==> config.mk <==
export PLATFORM = sky130hd
export DESIGN_NAME = alu_issue_ctrl
export DESIGN_NICKNAME = d
export VERILOG_FILES = /design/src/rtl/alu_pkg.sv /design/src/rtl/alu_regfile.sv /design/src/rtl/alu_issue_ctrl.sv
export SDC_FILE = /design/constraint.sdc
export NUM_CORES = 1
export LEC_CHECK = 0
export CELL_PAD_IN_SITES_DETAIL_PLACEMENT = 0
export CELL_PAD_IN_SITES_GLOBAL_PLACEMENT = 1
export CORE_MARGIN = 5
export CORE_UTILIZATION = 23
export CTS_CLUSTER_DIAMETER = 100
export CTS_CLUSTER_SIZE = 20
export DETAILED_ROUTE_END_ITERATION = 8
export PLACE_DENSITY = 0.48
export SETUP_SLACK_MARGIN = 0.05
export SLEW_MARGIN = 20
export SYNTH_ARGS = -nofsm -noshare
export SYNTH_HDL_FRONTEND = slang
export SYNTH_SLANG_ARGS = --single-unit
==> constraint.sdc <==
create_clock -name clk -period 2.05 [get_ports clk]
set_input_delay 0.41 -clock clk [delete_from_list [all_inputs] [get_ports clk]]
set_output_delay 0.41 -clock clk [all_outputs]
set_load 0.02 [all_outputs]
==> src/rtl/alu_pkg.sv <==
// alu_pkg: shared ALU_16 op encodings, datapath width and issue FSM states
package alu_pkg;
    localparam int DATA_W = 16;

    typedef enum logic [2:0] {
        OP_ADD  = 3'b000,
        OP_SUB  = 3'b001,
        OP_AND  = 3'b010,
        OP_OR   = 3'b011,
        OP_XOR  = 3'b100,
        OP_FLIP = 3'b101,
        OP_LSR  = 3'b110,
        OP_LSL  = 3'b111
    } alu_op_t;

    typedef enum logic [1:0] {
        IDLE = 2'd0,
        EXEC = 2'd1,
        WB   = 2'd2
    } issue_state_t;
endpackage

==> src/rtl/alu_regfile.sv <==
// alu_regfile: NREGS x DATA_W register file, r0 reads zero
//   ra1/rd1, ra2/rd2 : combinational operand read ports
//   dbg_addr/dbg_data: combinational debug read port
//   we_a/wa_a/wd_a   : ALU writeback port (wins on same-address collision)
//   we_b/wa_b/wd_b   : host write port
module alu_regfile #(
    parameter int DATA_W = 16,
    parameter int NREGS  = 8,
    parameter int AW     = $clog2(NREGS)
) (
    input  logic              clk,
    input  logic              rst_n,
    input  logic [AW-1:0]     ra1,
    output logic [DATA_W-1:0] rd1,
    input  logic [AW-1:0]     ra2,
    output logic [DATA_W-1:0] rd2,
    input  logic [AW-1:0]     dbg_addr,
    output logic [DATA_W-1:0] dbg_data,
    input  logic              we_a,
    input  logic [AW-1:0]     wa_a,
    input  logic [DATA_W-1:0] wd_a,
    input  logic              we_b,
    input  logic [AW-1:0]     wa_b,
    input  logic [DATA_W-1:0] wd_b
);
    logic [DATA_W-1:0] regs [NREGS];

    always_ff @(posedge clk or negedge rst_n) begin
        if (!rst_n) begin
            for (int i = 0; i < NREGS; i++) regs[i] <= '0;
        end else begin
            if (we_b && wa_b != '0) regs[wa_b] <= wd_b;
            // issued later so the ALU writeback overrides a same-address host write
            if (we_a && wa_a != '0) regs[wa_a] <= wd_a;
        end
    end

    assign rd1      = (ra1 == '0) ? '0 : regs[ra1];
    assign rd2      = (ra2 == '0) ? '0 : regs[ra2];
    assign dbg_data = (dbg_addr == '0) ? '0 : regs[dbg_addr];
endmodule

==> src/rtl/alu_issue_ctrl.sv <==
// alu_issue_ctrl: issue/writeback sequencer in front of the registered ALU_16
//   in_*    : instruction handshake (op, rd, rs1, rs2)
//   alu_*   : operands/select to ALU_16, alu_out is its registered result
//   resp_*  : result handshake (data, destination)
//   wr_*    : host register write, blocks instruction acceptance that cycle
//   dbg_*   : combinational register debug read
//   ALU_ISSUE_IMM_EN adds in_imm_sel/in_imm to replace rs2 with an immediate
module alu_issue_ctrl
    import alu_pkg::*;
#(
    parameter int DATA_W = alu_pkg::DATA_W,
    parameter int NREGS  = 8,
    parameter int AW     = $clog2(NREGS)
) (
    input  logic              clk,
    input  logic              rst_n,
    input  logic              in_valid,
    output logic              in_ready,
    input  logic [2:0]        in_op,
    input  logic [AW-1:0]     in_rd,
    input  logic [AW-1:0]     in_rs1,
    input  logic [AW-1:0]     in_rs2,
`ifdef ALU_ISSUE_IMM_EN
    input  logic              in_imm_sel,
    input  logic [DATA_W-1:0] in_imm,
`endif
    output logic [DATA_W-1:0] alu_in1,
    output logic [DATA_W-1:0] alu_in2,
    output logic [2:0]        alu_sel,
    input  logic [DATA_W-1:0] alu_out,
    output logic              resp_valid,
    input  logic              resp_ready,
    output logic [DATA_W-1:0] resp_data,
    output logic [AW-1:0]     resp_rd,
    input  logic              wr_en,
    input  logic [AW-1:0]     wr_addr,
    input  logic [DATA_W-1:0] wr_data,
    input  logic [AW-1:0]     dbg_addr,
    output logic [DATA_W-1:0] dbg_data
);
    issue_state_t      state_q, state_d;
    logic [AW-1:0]     rd_q;
    logic [DATA_W-1:0] rd1, rd2, opnd2;
    logic              accept, wb_en;

    assign in_ready   = (state_q == IDLE) && !wr_en;
    assign accept     = in_valid && in_ready;
    assign resp_valid = (state_q == WB);
    assign resp_data  = resp_valid ? alu_out : '0;
    assign resp_rd    = rd_q;
    assign wb_en      = resp_valid && resp_ready;

`ifdef ALU_ISSUE_IMM_EN
    assign opnd2 = in_imm_sel ? in_imm : rd2;
`else
    assign opnd2 = rd2;
`endif

    always_ff @(posedge clk or negedge rst_n) begin
        if (!rst_n) state_q <= IDLE;
        else        state_q <= state_d;
    end

    always_comb begin
        state_d = state_q;
        if (state_q == IDLE && accept) state_d = EXEC;
        if (state_q == EXEC)           state_d = WB;
        if (state_q == WB && wb_en)    state_d = IDLE;
    end

    // ALU inputs only change on accept so they stay stable through EXEC and WB
    always_ff @(posedge clk or negedge rst_n) begin
        if (!rst_n) begin
            alu_in1 <= '0;
            alu_in2 <= '0;
            alu_sel <= '0;
            rd_q    <= '0;
        end else if (accept) begin
            alu_in1 <= rd1;
            alu_in2 <= opnd2;
            alu_sel <= in_op;
            rd_q    <= in_rd;
        end
    end

    alu_regfile #(.DATA_W(DATA_W), .NREGS(NREGS), .AW(AW)) u_rf (
        .clk      (clk),
        .rst_n    (rst_n),
        .ra1      (in_rs1),
        .rd1      (rd1),
        .ra2      (in_rs2),
        .rd2      (rd2),
        .dbg_addr (dbg_addr),
        .dbg_data (dbg_data),
        .we_a     (wb_en),
        .wa_a     (rd_q),
        .wd_a     (alu_out),
        .we_b     (wr_en),
        .wa_b     (wr_addr),
        .wd_b     (wr_data)
    );
endmodule

==> impl_results.rst, run 1 <==
.. list-table::
   :header-rows: 1

   * - Metric
     - Value
   * - Synthesized instance count
     - around 960
   * - TritonCTS clock tree
     - done
   * - Syn nets
     - a little over 1,000
   * - Post-Synth Adder-Cell Area
     - 0
   * - Synthesis-stage register bit count
     - about 150
   * - Average vias per placed instance
     - 4.87
   * - Largest net degree at the start of global routing
     - 42
   * - Unique cell type count in the Yosys netlist
     - 34
   * - Hold Slack
     - 0.465 ns
   * - I/O pins
     - between 100 and 150
   * - Critical Path AT
     - approximately 1.6 ns
   * - Post-route minimum period
     - slightly above 2 ns
   * - Fraction of post-synthesis cell area in the top cell type by area
     - 0.401
   * - Drt initial violations
     - approximately 480
   * - Class of the most critical hold timing path
     - primary input to async pin
   * - Global-route total usage across every layer
     - 0.177
   * - Clock-pin slew reported for the worst setup and hold paths after clock tree synthesis
     - ~0.070 ns
   * - Highest-count cells in the layout ignoring fill and taps
     - buf_4, dfrtp_1, mux2i_1
   * - Power share of the sequential group
     - 0.319
   * - Highest fanout seen on the critical path
     - 2
   * - Worst vdd ir
     - 0.000476 V
   * - Footprint of the multi-input gates
     - ~5400 sq um
   * - Number of enable-type register cells in the synthesized netlist
     - 0
   * - Routed Antenna Nets
     - 0
   * - Worst setup path category
     - flip-flop to output pin
   * - Top post-synthesis cells by area
     - dfrtp_1, mux2i_1, mux2_2
   * - Post-Synthesis Mean Instance Area
     - between 9 and 10 sq um
   * - Clock tree root driver cell
     - clkbuf_16
   * - Synth async-reset ratio
     - 1.00
   * - Setup repair after global routing missed its margin
     - true
   * - Main combinational cell family by area after synthesis
     - multiplexers
   * - Layout cells sized above 1
     - 0.349
   * - Clock skew after layout
     - ~0.018 ns
   * - Slew at the pin closest to its max-slew limit
     - between 0.4 and 0.5 ns
   * - Switching Fraction
     - 0.380
   * - Die height
     - ~210 microns
   * - TritonCTS buffer count
     - 17
   * - Total area of sequential cells
     - approximately 3800 sq um
   * - Ys Warns
     - 0
   * - Count of standard-cell rows
     - between 70 and 80
   * - Die boundary width
     - between 200 and 250 microns
   * - Effective utilization at floorplan
     - 0.232
   * - Leading cell type in the layout, fill and taps excluded
     - buf_4
   * - Complex-gate fraction of the synthesized area
     - 0.159
   * - Half-perimeter wire length after placement
     - 26,800 microns
   * - Residual DRC
     - 0
   * - Result of the run
     - finished clean
   * - Max-slew violation total from the final report
     - 0
   * - Max-cap violations
     - 0
   * - Clk network pwr share
     - 0.182
   * - Number of search-and-repair iterations in the first detailed-routing pass
     - 6
   * - Standby leakage power
     - around 6 nW
   * - Global-route wire length before repair
     - slightly below 60,000 microns
   * - Achievable Freq
     - slightly below 500 MHz
   * - Total die area
     - roughly 45,000 sq um
   * - Routability cong.
     - 0.814
   * - Max Root-Sink Buffers
     - 2
   * - Netlist Area Pre-Place
     - 9490 sq um
   * - Post-synthesis share of cell area spent on and, or, nand and nor gates
     - 0.0989
   * - Library cell with the largest summed area after synthesis
     - dfrtp_1
   * - Worst slew margin relative to its limit
     - 0.694
   * - Switch Pwr
     - slightly below 7 mW
   * - Placeable core area
     - approximately 41,000 sq um
   * - Critical path data required time
     - about 1.6 ns
   * - Clk Latency, worst-skew pair
     - approximately 0.44 ns
   * - IO buf count
     - between 100 and 150
   * - Share of the yosys chip area belonging to registers
     - 0.401
   * - WL/cell
     - approximately 23 microns
   * - Share of power burned in combinational logic
     - 0.499
   * - Sum of negative setup slack
     - 0 ns
   * - Number of setup violations in the final report
     - 0
   * - Number of levels the H-tree was split into
     - 4
   * - Net count reported at finish
     - approximately 1,300
   * - Critical Path Start Type
     - flip-flop
   * - Power density over cell area
     - 1300 nW/um^2
   * - Ratio of final minimum period to clock period
     - 0.989
   * - Top flip-flop cell by instance count after synthesis
     - dfrtp_1
   * - Multiplexer share of the synthesized area
     - 0.289
   * - Initial antenna violation count
     - 0
   * - Area share of xor/xnor cells in the synthesized design
     - 0
   * - Internal Power
     - ~11 mW
   * - Kind of end point of the critical path
     - output pin
   * - Final Routed Wirelength
     - ~40,000 microns
   * - Layout area overhead
     - 44.8%
   * - Via total after detailed routing
     - approximately 8,500
   * - Clock sink count
     - between 150 and 200
   * - Gr ovfl total
     - 0
   * - Count of filler cells inserted in the layout
     - between 4,000 and 5,000
   * - Number of global-route vias before repair
     - a little under 9,000
   * - Count of antenna diodes in the layout
     - 0
   * - Hold violation total from the final report
     - 0
==> state kept, by name (all words and copies together) (netlist names) <==
| name | cells |
|---|---|
| u_rf.regs | 112 |
| alu_in1 | 16 |
| alu_in2 | 16 |
| alu_sel | 3 |
| resp_rd | 3 |
| state_q | 2 |
==> layout make-up <==
cell class | count | area share
Timing Repair Buffer | 327 | 0.232
Clock buffer | 17 | 0.0310
Sequential cell | 152 | 0.277
Clock inverter | 15 | 0.0113
Multi-Input combinational cell | 694 | 0.396
Tap cell | 532 | 0.0484
Inverter | 17 | 0.00483
==> per-stage QoR <==
stage	power, mW	cell area, sq um	cells	worst slack, ns	util
after global placement	13.7	12600	1671	-0.493	0.308
final	17.9	13700	1754	0.0224	0.337
after detailed placement	13.8	12600	1671	-0.480	0.308
after global routing	19.1	13700	1754	-0.0297	0.337
after CTS	17.5	13400	1737	-0.0207	0.329
after floorplan	9.70	9500	963	0.0562	-
==> critical path, cell delays in order (launching register included) <==
cell      delay (ns)
dfrtp_1         0.40
mux2_2          0.29
a221oi_2        0.26
a21oi_2         0.08
buf_4           0.17
==> synth_stat cells (2+ instances only) <==
cell type,number
dfrtp_1,152
mux2i_1,150
nand2_1,139
mux2_2,74
o21ai_0,74
clkbuf_1,53
nor2_1,35
buf_2,34
a21oi_1,32
a221oi_1,29
o21ai_1,24
mux4_2,18
a22oi_1,17
and2_1,17
inv_1,17
o221ai_1,16
o22a_1,16
o22ai_1,14
o31ai_1,14
buf_1,9
nand2b_1,4
nor2b_1,4
nor3_1,4
buf_4,3
nand4b_1,3
nand3b_1,2
nor4bb_1,2
==> final timing paths <==
path | start | end | slack (ns) | cells after the start
min in group clk | alu_sel[2] | alu_sel[2] | 0.48 | 2
worst min-delay path | rst_n | alu_sel[0] | 0.47 | 2
worst min register to register | alu_sel[2] | alu_sel[2] | 0.48 | 2
worst max register to register | state_q[0] | u_rf.regs[83] | 0.22 | 6
worst max-delay path | u_rf.regs[69] | dbg_data[5] | 0.02 | 4
max in group asynchronous | rst_n | u_rf.regs[90] | 0.91 | 3
==> power by group through the flow <==
| stage | registers, mW | clock network (mW) | logic [mW] |
|---|---|---|---|
| 5_1_grt | 5.87 | 3.47 | 9.71 |
| 6_report | 5.71 | 3.25 | 8.92 |
| 2_1_floorplan | 5.96 | 0 | 3.74 |
| 4_1_cts | 5.69 | 3.33 | 8.51 |
| 3_5_place_dp | 5.86 | 0 | 7.89 |
| 3_3_place_gp | 5.86 | 0 | 7.83 |
==> cells by family after synthesis <==
| logic type | after synthesis |
|---|---|
| AOI/OAI and AO/OA | 237 |
| buffers and inverters | 117 |
| DFF | 152 |
| and+or+nand+nor | 215 |
| muxes | 242 |
==> metal layers <==
metal	vias up	wire, microns	track usage
li1	4032	-	-
met1	4267	18700	0.246
met2	203	19400	0.293
met3	36	1410	0.0222
met4	0	641	0.0461
met5	-	0	0
==> timing repair <==
item | CTS | global route
resized for setup | 191 | 54
gates cloned | 2 | 0
pin swaps | 4 | 8
setup buffers | 31 | 17
hold buffers | 1 | 0
endpoints found under the setup margin | 36 | 25
hold endpoints to repair | 37 | 0
Power figures use the tool's default switching activity.
==> run 2, diff against run 1 <==
--- a/config.mk
+++ b/config.mk
@@ -7,7 +7,6 @@
 export LEC_CHECK = 0
 export CELL_PAD_IN_SITES_DETAIL_PLACEMENT = 0
 export CELL_PAD_IN_SITES_GLOBAL_PLACEMENT = 1
-export CORE_MARGIN = 5
 export CORE_UTILIZATION = 23
 export CTS_CLUSTER_DIAMETER = 100
 export CTS_CLUSTER_SIZE = 20
==> run 2 against run 1 <==
  * The run now ends with negative setup slack left
  * Critical endpoint unchanged
  * Combinational power is 1% lower
  * Die area is 7.4% lower
  * Maximum frequency fell by 1.7%
  * Worst setup slack worse by 0.034 ns
  * Critical path depth up 4
  * First-iteration DRC count grew 17%
  * Cell count decreased by 0.57%
  * Power increased by 2.8%
  * Sequential power is 1% higher
==> impl_results.rst, run 2 (synthesis results as in run 1) <==
.. list-table::
   :header-rows: 1

   * - Metric
     - Value
   * - Hold violation total from the final report
     - 0 (unchanged)
   * - Cell Chain, Critical Path
     - buf_8, buf_12, buf_12, buf_16, mux4_2, inv_2, a21oi_2, buf_6 (was mux2_2, a221oi_2, a21oi_2, buf_4)
   * - Placeable core area
     - 40,700 sq um (was 40,800 sq um)
   * - Clock-pin slew reported for the worst setup and hold paths after clock tree synthesis
     - 0.07 ns (about the same)
   * - Achievable Freq
     - 485 MHz (was 493 MHz)
   * - Critical path data required time
     - 1.64 ns (about the same)
   * - Final Routed Wirelength
     - 39,400 microns (was 40,200 microns)
   * - Drt initial violations
     - 558 (was 475)
   * - Die height
     - 205 microns (was 213 microns)
   * - Routed metal-1 wirelength
     - 18,800 microns (was 18,700 microns)
   * - Power density over cell area
     - 1320 nW/um^2 (was 1300 nW/um^2)
   * - Layout area overhead
     - 47.0% (was 44.8%)
   * - Result of the run
     - complete, but fails checks (was finished clean)
   * - WP buf/inv
     - 6 (was 1)
   * - Residual DRC
     - 0 (unchanged)
   * - Worst vdd ir
     - 0.000451 V (was 0.000476 V)
   * - Critical Path Start Type
     - primary input (was flip-flop)
   * - Layout cells sized above 1
     - 0.346 (was 0.349)
   * - Number of search-and-repair iterations in the first detailed-routing pass
     - 5 (was 6)
   * - Master of the slowest instance on the critical path
     - mux4_2 (was dfrtp_1)
   * - Gr ovfl total
     - 0 (unchanged)
   * - Initial antenna violation count
     - 0 (unchanged)
   * - Core occupancy in the finished layout
     - 0.342 (was 0.337)
   * - Largest net degree at the start of global routing
     - 48 (was 42)
   * - Power share of the sequential group
     - 0.314 (was 0.319)
   * - Routed length on met3
     - 1350 microns (was 1410 microns)
   * - Die boundary width
     - 205 microns (was 213 microns)
   * - Half-perimeter wire length after placement
     - 25,600 microns (was 26,800 microns)
   * - Standby leakage power
     - 6.06 nW (was 6.01 nW)
   * - Top flop regs
     - u_rf.regs x112, alu_in1 x16, alu_in2 x16 (unchanged)
   * - Net count reported at finish
     - 1,255 (was 1,264)
   * - Total die area
     - 42,100 sq um (was 45,400 sq um)
   * - Final worst setup slack
     - -0.0120 ns (was 0.0224 ns)
   * - IO buf count
     - 126 (unchanged)
   * - Clock sink count
     - 152 (unchanged)
   * - Number of global-route vias before repair
     - 8,599 (was 8,666)
   * - Kind of end point of the critical path
     - output pin (unchanged)
   * - Via total after detailed routing
     - 8,502 (was 8,538)
   * - Reg2reg setup slack
     - 0.23 ns (was 0.22 ns)
   * - TritonCTS clock tree
     - done (unchanged)
   * - Internal Power
     - 11.7 mW (was 11.1 mW)
   * - Routed Antenna Nets
     - 0 (unchanged)
   * - Worst path most repeated cell
     - buf_12
   * - Post-route minimum period
     - 2.06 ns (was 2.03 ns)
   * - Ratio of final minimum period to clock period
     - 1.01 (was 0.989)
   * - Global-route total usage across every layer
     - 0.191 (was 0.177)
   * - Critical Path AT
     - 1.65 ns (was 1.62 ns)
   * - Average vias per placed instance
     - 4.88 (was 4.87)
   * - Uppermost layer routed
     - met4 (unchanged)
   * - Number of setup violations in the final report
     - 1 (was 0)
   * - Setup repair after global routing missed its margin
     - true (unchanged)
   * - Largest register FFs
     - 112 (unchanged)
   * - Setup slack at placement
     - -0.469 ns (was -0.480 ns)
   * - Leading cell type in the layout, fill and taps excluded
     - buf_4 (unchanged)
   * - Routability cong.
     - 0.801 (was 0.814)
   * - Highest-count cells in the layout ignoring fill and taps
     - buf_4, mux2i_1, dfrtp_1 (was buf_4, dfrtp_1, mux2i_1)
   * - Count of standard-cell rows
     - 74 (unchanged)
   * - Failing checks
     - negative setup slack
   * - Switching Fraction
     - 0.363 (was 0.380)
   * - Slew at the pin closest to its max-slew limit
     - 0.413 ns (was 0.458 ns)
   * - Count of antenna diodes in the layout
     - 0 (unchanged)
   * - Effective utilization at floorplan
     - 0.233 (was 0.232)
   * - Worst setup path category
     - primary input to output pin (was flip-flop to output pin)
   * - I/O pins
     - 127 (unchanged)
   * - Clock tree root driver cell
     - clkbuf_16 (unchanged)
   * - Number of levels the H-tree was split into
     - 4 (unchanged)
   * - Highest fanout seen on the critical path
     - 7 (was 2)
   * - TritonCTS buffer count
     - 17 (unchanged)
   * - Max-slew violation total from the final report
     - 0 (unchanged)
   * - Worst path top cell family by delay
     - buffers and inverters (was flip-flops)
   * - Share of power burned in combinational logic
     - 0.478 (was 0.499)
   * - Register name with the most flops
     - u_rf.regs (unchanged)
   * - Worst slew margin relative to its limit
     - 0.725 (was 0.694)
   * - Clk Latency, worst-skew pair
     - 0.44 ns (about the same)
   * - Max Root-Sink Buffers
     - 2 (unchanged)
   * - Global-route wire length before repair
     - 58,200 microns (was 59,200 microns)
   * - Class of the most critical hold timing path
     - primary input to async pin (unchanged)
   * - Met2 wirelength from detailed routing
     - 18,800 microns (was 19,400 microns)
   * - Clock skew after layout
     - 0.0113 ns (was 0.0175 ns)
   * - Max-cap violations
     - 0 (unchanged)
   * - WL/cell
     - 22.6 microns (was 22.9 microns)
   * - Critical Path Max Stage Delay
     - 0.50 ns (was 0.40 ns)
   * - Clk network pwr share
     - 0.208 (was 0.182)
   * - Switch Pwr
     - 6.67 mW (was 6.80 mW)
run 2: cell types whose count changed in the layout (fill, tap and decap cells not counted), moves of 5 or more:
cell,delta
mux2_2,-5
buf_4,-8
inv_6,-6
bufinv_16,+6
mux2_4,+5
a221oi_4,+5
run 2: worst paths after layout:
kind,start,endpoint,depth (start not counted)
worst max-delay path,dbg_addr[0],dbg_data[5],8
worst min-delay path,rst_n,u_rf.regs[7],2
worst max register to register,state_q[0],u_rf.regs[90],6
worst min register to register,alu_in1[5],alu_in1[5],2
max in group asynchronous,rst_n,u_rf.regs[18],3
min in group clk,alu_in1[5],alu_in1[5],2
run 2: area by class of cell:
type,count,area (sq um)
Clock buffer,20,457
Clock inverter,11,241
Fill cell,4161,26800
Inverter,17,71.3
Multi-Input combinational cell,694,5550
Sequential cell,152,3810
Tap cell,532,666
Timing Repair Buffer,318,3150
run 2: what timing repair did:
item	in CTS	in global routing
setup buffers	37	8
setup endpoints to repair	36	30
pin swaps	16	5
cloned	1	1
endpoints found under the hold margin	19	0
hold buffers	1	0
resized for setup	218	42
run 2: through the flow:
| stage | cells | hold WS [ns] | total power [mW] | TNS (ns) | area (sq um) |
|---|---|---|---|---|---|
| 2_1_floorplan | 963 | 0.114 | 9.70 | 0 | 9500 |
| 3_3_place_gp | 1665 | 0.307 | 13.5 | -9.49 | 12500 |
| 3_5_place_dp | 1665 | 0.304 | 13.6 | -9.69 | 12500 |
| 4_1_cts | 1735 | 0.412 | 18.1 | -0.0863 | 13700 |
| 5_1_grt | 1744 | 0.432 | 19.6 | -0.199 | 13900 |
| 6_report | 1744 | 0.417 | 18.4 | -0.0120 | 13900 |
run 2: metal layers:
metal  up-vias  GRT usage
li1       4002          -
met1      4298      0.266
met2       170      0.308
met3        32     0.0282
met4         0     0.0476
met5         -          0
run 2: power groups by stage:
stage,clock network (mW),logic [mW],registers [mW]
6_report,3.82,8.79,5.78
5_1_grt,4.03,9.59,5.95
4_1_cts,3.94,8.43,5.74
3_5_place_dp,0,7.68,5.88
3_3_place_gp,0,7.62,5.90
2_1_floorplan,0,3.74,5.96
